===== config.mk =====
export PLATFORM = sky130hd
export DESIGN_NAME = program_loader
export DESIGN_NICKNAME = d
export VERILOG_FILES = /design/src/rtl/program_loader.sv
export SDC_FILE = /design/constraint.sdc
export NUM_CORES = 1
export LEC_CHECK = 0
export ABC_AREA = 1
export BUFFER_PORTS_ARGS = -buffer_cell sky130_fd_sc_hd__buf_2
export CORE_ASPECT_RATIO = 1.2
export CORE_MARGIN = 3
export CORE_UTILIZATION = 60
export DETAILED_ROUTE_END_ITERATION = 6
export PLACE_DENSITY = 0.9
export SKIP_LAST_GASP = 1
export SYNTH_ARGS = -nofsm -noshare
export SYNTH_HDL_FRONTEND = slang
export SYNTH_SLANG_ARGS = --single-unit

===== constraint.sdc =====
create_clock -name clk -period 4.8 [get_ports clk]
set_input_delay 0.72 -clock clk [delete_from_list [all_inputs] [get_ports clk]]
set_output_delay 0.72 -clock clk [all_outputs]
set_load 0.02 [all_outputs]

===== src/rtl/program_loader.sv =====
// program_loader: turns a framed serial byte stream into sequential 32-bit writes on the
// instruction memory programming port and reports done/error per frame.
// Optional readback check of the loaded words when PROGRAM_LOADER_VERIFY_EN is defined.
module program_loader #(
    parameter int unsigned CNT_W = 16
) (
    input  logic             clk,
    input  logic             reset,
    input  logic             rx_valid,
    input  logic [7:0]       rx_data,
    input  logic             abort,
    output logic             prg_mode,
    output logic             prg_we,
    output logic [31:0]      prg_addr,
    output logic [31:0]      prg_wd,
    input  logic [31:0]      prg_rd,
    output logic             busy,
    output logic             done,
    output logic             error,
    output logic [CNT_W-1:0] words_loaded
);

    localparam logic [7:0] SyncByte = 8'hA5;

    typedef enum logic [2:0] {
        StIdle,
        StAddr,
        StCnt,
        StData,
        StCsum,
`ifdef PROGRAM_LOADER_VERIFY_EN
        StVerify,
`endif
        StFinish
    } state_e;

    state_e           state_q, state_d;
    logic [1:0]       byte_cnt_q, byte_cnt_d;
    logic [31:0]      addr_q, addr_d;
    logic [15:0]      cnt_q, cnt_d;
    logic [31:0]      word_q, word_d;
    logic [7:0]       sum_q, sum_d;
    logic [CNT_W-1:0] wl_q, wl_d;
    logic             we_q, we_d;
    logic [31:0]      waddr_q, waddr_d;
    logic [31:0]      wd_q, wd_d;
    logic             done_q, done_d;
    logic             error_q, error_d;
    logic             mode_q;

`ifdef PROGRAM_LOADER_VERIFY_EN
    logic [31:0] start_q, start_d;
    logic [15:0] vidx_q, vidx_d;
    logic        vphase_q, vphase_d;
    logic        vdone_q, vdone_d;
    logic [7:0]  vsum_q, vsum_d;
`else
    logic unused_prg_rd;
    assign unused_prg_rd = ^prg_rd;
`endif

    // Next-state: frame parsing, write generation and optional readback.
    always_comb begin
        state_d    = state_q;
        byte_cnt_d = byte_cnt_q;
        addr_d     = addr_q;
        cnt_d      = cnt_q;
        word_d     = word_q;
        sum_d      = sum_q;
        wl_d       = wl_q;
        we_d       = 1'b0;
        waddr_d    = waddr_q;
        wd_d       = wd_q;
        done_d     = done_q;
        error_d    = error_q;
`ifdef PROGRAM_LOADER_VERIFY_EN
        start_d    = start_q;
        vidx_d     = vidx_q;
        vphase_d   = vphase_q;
        vdone_d    = vdone_q;
        vsum_d     = vsum_q;
`endif
        // Address and word count advance in the cycle after the write strobe.
        if (we_q) begin
            addr_d = addr_q + 32'd4;
            wl_d   = wl_q + CNT_W'(1);
        end

        if (abort) begin
            // Abort drops any byte offered in the same cycle.
            if (state_q != StIdle) begin
                state_d = StIdle;
                error_d = 1'b1;
                done_d  = 1'b0;
            end
        end else begin
            unique case (state_q)
                StIdle: begin
                    if (rx_valid && rx_data == SyncByte) begin
                        state_d    = StAddr;
                        done_d     = 1'b0;
                        error_d    = 1'b0;
                        wl_d       = '0;
                        byte_cnt_d = 2'd0;
                        sum_d      = 8'd0;
                        word_d     = 32'd0;
                    end
                end
                StAddr: begin
                    if (rx_valid) begin
                        addr_d     = {addr_q[23:0], rx_data};
                        byte_cnt_d = byte_cnt_q + 2'd1;
                        if (byte_cnt_q == 2'd3) begin
                            addr_d[1:0] = 2'b00;
`ifdef PROGRAM_LOADER_VERIFY_EN
                            start_d     = addr_d;
`endif
                            state_d     = StCnt;
                        end
                    end
                end
                StCnt: begin
                    if (rx_valid) begin
                        cnt_d = {cnt_q[7:0], rx_data};
                        if (byte_cnt_q == 2'd1) begin
                            byte_cnt_d = 2'd0;
                            state_d    = (cnt_d == 16'd0) ? StCsum : StData;
                        end else begin
                            byte_cnt_d = 2'd1;
                        end
                    end
                end
                StData: begin
                    if (rx_valid) begin
                        word_d     = {word_q[23:0], rx_data};
                        sum_d      = sum_q + rx_data;
                        byte_cnt_d = byte_cnt_q + 2'd1;
                        if (byte_cnt_q == 2'd3) begin
                            we_d    = 1'b1;
                            waddr_d = addr_q;
                            wd_d    = word_d;
                            // wl_q is settled here: consecutive words are >= 4 cycles apart.
                            if (32'(wl_q) + 32'd1 == 32'(cnt_q)) begin
                                state_d = StCsum;
                            end
                        end
                    end
                end
                StCsum: begin
                    if (rx_valid) begin
                        if (rx_data == sum_q) begin
`ifdef PROGRAM_LOADER_VERIFY_EN
                            state_d  = StVerify;
                            waddr_d  = start_q;
                            vidx_d   = 16'd0;
                            vphase_d = 1'b0;
                            vsum_d   = 8'd0;
                            vdone_d  = (cnt_q == 16'd0);
`else
                            state_d  = StFinish;
                            done_d   = 1'b1;
`endif
                        end else begin
                            state_d = StFinish;
                            error_d = 1'b1;
                        end
                    end
                end
`ifdef PROGRAM_LOADER_VERIFY_EN
                StVerify: begin
                    // Phase 0: address on the bus; phase 1: read data valid, sum it.
                    if (vdone_q) begin
                        state_d = StFinish;
                        if (vsum_q == sum_q) begin
                            done_d = 1'b1;
                        end else begin
                            error_d = 1'b1;
                        end
                    end else if (!vphase_q) begin
                        vphase_d = 1'b1;
                    end else begin
                        vphase_d = 1'b0;
                        vsum_d   = vsum_q + prg_rd[31:24] + prg_rd[23:16]
                                 + prg_rd[15:8] + prg_rd[7:0];
                        if (vidx_q + 16'd1 == cnt_q) begin
                            vdone_d = 1'b1;
                        end else begin
                            vidx_d  = vidx_q + 16'd1;
                            waddr_d = waddr_q + 32'd4;
                        end
                    end
                end
`endif
                StFinish: begin
                    state_d = StIdle;
                end
                default: begin
                    state_d = StIdle;
                end
            endcase
        end
    end

    // State and registered outputs, synchronous active-high reset.
    always_ff @(posedge clk) begin
        if (reset) begin
            state_q    <= StIdle;
            byte_cnt_q <= 2'd0;
            addr_q     <= 32'd0;
            cnt_q      <= 16'd0;
            word_q     <= 32'd0;
            sum_q      <= 8'd0;
            wl_q       <= '0;
            we_q       <= 1'b0;
            waddr_q    <= 32'd0;
            wd_q       <= 32'd0;
            done_q     <= 1'b0;
            error_q    <= 1'b0;
            mode_q     <= 1'b0;
`ifdef PROGRAM_LOADER_VERIFY_EN
            start_q    <= 32'd0;
            vidx_q     <= 16'd0;
            vphase_q   <= 1'b0;
            vdone_q    <= 1'b0;
            vsum_q     <= 8'd0;
`endif
        end else begin
            state_q    <= state_d;
            byte_cnt_q <= byte_cnt_d;
            addr_q     <= addr_d;
            cnt_q      <= cnt_d;
            word_q     <= word_d;
            sum_q      <= sum_d;
            wl_q       <= wl_d;
            we_q       <= we_d;
            waddr_q    <= waddr_d;
            wd_q       <= wd_d;
            done_q     <= done_d;
            error_q    <= error_d;
            mode_q     <= (state_d != StIdle);
`ifdef PROGRAM_LOADER_VERIFY_EN
            start_q    <= start_d;
            vidx_q     <= vidx_d;
            vphase_q   <= vphase_d;
            vdone_q    <= vdone_d;
            vsum_q     <= vsum_d;
`endif
        end
    end

    assign prg_mode     = mode_q;
    assign busy         = mode_q;
    assign prg_we       = we_q;
    assign prg_addr     = waddr_q;
    assign prg_wd       = wd_q;
    assign done         = done_q;
    assign error        = error_q;
    assign words_loaded = wl_q;

endmodule


After elaboration in Yosys (flattened, before gate mapping)
Index checks and enable logic that the tools add are counted.

Logic and storage cells: 100. Flip-flop bits (word level): 169. Bits of input ports: 44. Output and inout bits: 85.

Bitwise operators: 3. Multiplexer cells: 45. Add/subtract/negate cells: 5. Reductions and logical operators: 16. Equality and inequality tests: 18.

Operator list (number): $mux W32 (4); $mux W16 (4); $mux W24 (2); $pmux W24 S2 (1); $mux W3 (12); $add A32 B3 Y32 const B (1); $add A16 B1 Y17 const B (1); $eq A17 B16 Y1 (1); $add A16 B1 Y16 const B (1); $logic_not A16 Y1 (1); $mux W8 (2); $pmux W8 S2 (1); $pmux W3 S5 (1); $reduce_and A5 Y1 (3); $ne A3 B3 Y1 const B (4); $reduce_bool A3 Y1 (4); $mux W1 (11); $add A8 B8 Y8 (1); $eq A8 B8 Y1 (1); $eq A8 B8 Y1 const B (1); $mux W2 (4); $reduce_and A4 Y1 (2); $eq A3 B2 Y1 const B (2); $ne A2 B2 Y1 const B (3); 15 further kinds (19).

Depth between registers and ports, before layout
Word-level depth: 8. Depth in mapped cells: 17. Mapped depth without buffers: 17.

Worst setup path before layout
OpenSTA, ideal clock, no wires.

Path type: input-to-reg. Start: in rx_data[0]. End: reg sum_q[6]. Arrival: 2.096 ns. Path slack: 2.577 ns. Stages on the path: 12. Data required time: 4.672 ns. Buffers on the path: 0. Setup time: 0.128 ns. Cells stage by stage: ha_1 > fa_1 > nand2_1 > inv_1 > o21ai_0 > nand2_1 > nand2_1 > nand2_1 > a21oi_1 > nand2_1 > a22oi_1 > nor2_1.

Longest elaborated chain between the ends: 4. Elaborated cells on any way between the ends: 7. Those cells by class: add/sub: 1; eq/ne: 2; mux: 2; reduce/logical: 2.

RTL lines: start: declaration (RTL line 10) `input logic [7:0] rx_data,`; branches (longest 4 deep; another with $add A8 B8 Y8); end signal: assignment (RTL line 233) `sum_q <= sum_d;`; end: declaration (RTL line 42) `logic [7:0] sum_q, sum_d;`.

Several ways; the timed one is not identified. The select of a mux whose other input is x is not followed. A chain may end at the register's enable or synchronous reset.

Worst setup path in the final report
Start: in rx_data[6]. End: reg sum_q[6].

The elaborated chain is that of the path after synthesis.

==> reports/results.tsv <==
stage	metric	value	unit
timing	period_needed	2.71	ns
cells_and_area	fillers	1035	
timing	final_hold_viol_count	0	
cells_and_area	multi_input_area	0.00381	mm2
worst_setup_path	cp_slowest_cell	nor2_4	
clocking	clk_pin_slew	0.07	ns
floorplan	start_util	61.5	%
worst_setup_path	crit_fanout	33	
cells_and_area	regArea	0.00338	mm2
power_and_ir_drop	p_per_area	321	mW/mm2
synthesis	yosysSeqAreaShare	43.2	%
route	post_drt_wl_per_cell	14.8	um
synthesis	ys_top_cells_by_area	dfxtp_1 (43%), nand2_1 (9.0%), nor2_1 (7.1%)	
worst_setup_path	end_kind	flop	
synthesis	synth_cell_type_count	42	
grt	gr-usage-all-layers	27.3	%
timing	slew_headroom	27.5	%
floorplan	die-area	0.0145	mm2
grt	antenna_found_initial	0	
clocking	htree_levels	4	
worst_setup_path	worstPathArrival	3.07	ns
cells_and_area	post-route-util	70.1	%
placement	pre_cts_ws	1.69	ns
clocking	cts_root_buffer	clkbuf_16	
grt	grt_pass1_wl	32100	um
clocking	cts.sinks	169	
grt	grt_max_degree	88	
clocking	cts_made_buffers	17	
timing	hold-worst-slack	0.467	ns
cells_and_area	num-nets-final	1195	
clocking	worstSkewPairLatency	0.43	ns
timing	setup_violations	0	
timing	final.setup.worst_slack	2.09	ns
power_and_ir_drop	peakVddDrop	0.253	mV
clocking	cts_setup_buffers	0	
cells_and_area	n_antenna_cell	0	
timing	slew_violations	0	
placement	place_congestion	0.939	
floorplan	die_h	131	um
synthesis	synth_flop_cell	dfxtp_1	
clocking	cts_tree	done	
floorplan	core	0.0127	mm2
clocking	post_cts_resized	0	
route	drc_errors	0	
route	final_antenna_net_count	0	
clocking	cts_max_path_buffers	2	
synthesis	yosysMostFrequentCell	nand2_1	
clocking	hold_buffers	0	
route	drtPass1Iterations	6	
synthesis	synth_edf_count	0	
synthesis	ys_warn_count	0	
synthesis	synth_nets	1126	
hold_path	min_path_type	reg -> reg	
cells_and_area	area_growth	13.9	%
route	num_vias	7398	
placement	post-dp-hpwl	12800	um
route	wl	19500	um
cells_and_area	drive_above_1_share	14.8	%
synthesis	async_reset_ff_share	0	%
synthesis	synth-seq-cells	169	
worst_setup_path	crit_type	in -> reg	
timing	fin_crit_sh	56.5	%
power_and_ir_drop	p_leak	4.12	nW
synthesis	ys_top_cells_by_count	nand2_1 (188), dfxtp_1 (169), nor2_1 (148), o21ai_0 (105), inv_1 (103)	
worst_setup_path	critPathMaxStageDelay	0.67	ns
timing	tightest_slew	1.08	ns
synthesis	yosys.area.top_type	dfxtp_1	
run_status	outcome	finished clean	
timing	tns	0	ns
placement	port-buffer-count	96	
floorplan	pin_count	129	
worst_setup_path	cp.required	5.16	ns
grt	grt-ovfl-total	0	
grt	first_global_vias	6713	
worst_setup_path	critical_path.top_delay_family	simple AND/OR/NAND/NOR gates	
synthesis	netlist_area	0.00783	mm2
synthesis	avgSynthCellArea	7.32	um2
synthesis	synth.top_cell.area_share	43.2	%
timing	rsz0062_at_grt	no	
worst_setup_path	worst-path-buf-inv	3	
job	drv_cap	0	
route	drt_iter0_drc	684	
route	vias_per_cell	5.62	
timing	worst_clock_skew	0.00945	ns
worst_setup_path	critPathLaunchType	primary input	
floorplan	die_x	110	um
timing	fmax	369	MHz
floorplan	num_rows	45	
synthesis	synth_cells	1070	
worst_setup_path	path_cells	buf_2, inv_1, nand3_2, o31ai_4, o211ai_4, nor2_4, inv_1, nor2_1, a22oi_1, nor2_1	
## cells by family (layout without fill, tap and decap cells)
kind of cell / count (synthesis) / in the layout / synth area share [%]
and+or+nand+nor: 450 / 450 / 25.2
AOI/OAI and AO/OA: 250 / 250 / 18.0
DFF: 169 / 169 / 43.2
buffers and inverters: 159 / 241 / 8.10
adders and majority gates: 12 / 12 / 2.01
xor gates and xnor gates: 30 / 30 / 3.53
## layout by cell type (no fill, tap or decap), types with 4 or more instances in the layout
master     count
inv_1        102
inv_8          7
o21bai_1      13
nand2_1      188
o21ai_0      105
a21oi_1       96
nor3_1        11
xor2_1        22
inv_6          4
buf_4          4
clkbuf_16     17
nor4_1         7
nand3_1       49
nand4_1       16
ha_1          11
nor2_1       148
a211oi_1      17
nand2_2        4
dfxtp_1      169
nor2_4         5
buf_2         96
or2_2          4
nor2_2         9
o211ai_1      10
inv_2          5
xnor2_1        7
## routing by layer
layer,GRT usage (%),vias to the layer above,wire (um)
met5,0,-,0
met3,4.82,34,1290
met2,43.9,279,9510
li1,-,3657,-
met4,9.86,0,429
met1,36.4,3428,8300
## report_power, final
group	total (mW)	switching (mW)	internal (mW)
combinational	0.0632	0.0473	0.0159
sequential	1.40	0.000412	1.40
clock	1.39	0.645	0.749
total	2.86	0.693	2.17
## final timing paths
kind,to,from,slack (ns),cells past startpoint
setup / recovery,sum_q[6],rx_data[6],2.09,10
hold / removal,word_q[21],word_q[21],0.47,2
setup reg to reg,addr_q[30],prg_we,2.16,10
hold reg to reg,word_q[21],word_q[21],0.47,2
## worst min-delay path: stages (launching register included)
cell and delay (ns):
dfxtp_1 0.31, nand2_1 0.06, a21oi_1 0.06
## sequential cells by signal, summed over array words and instances, names as in the netlist
register / flops
busy: 1
byte_cnt_q: 2
error: 1
prg_we: 1
sum_q: 8
word_q: 24
prg_addr: 32
addr_q: 32
prg_wd: 32
words_loaded: 16
state_q: 3
cnt_q: 16
done: 1
## per-stage QoR
step	cells	total power, mW	cell area (um2)
after global routing	1316	2.92	8920
after floorplan	1070	1.47	7830
after CTS	1316	2.86	8920
after global placement	1284	1.50	8320
final	1316	2.86	8920
after detailed placement	1284	1.50	8320
## layout make-up
class                      instances  area share [%]
tap                              164            2.30
sequential                       169            37.9
inverter                         109            4.59
clock buffer                      17            4.77
multi-input combinational        742            42.8
clock inverter                    15            1.91
timing repair buffer             100            5.73
(Power assumes the default switching activity.)
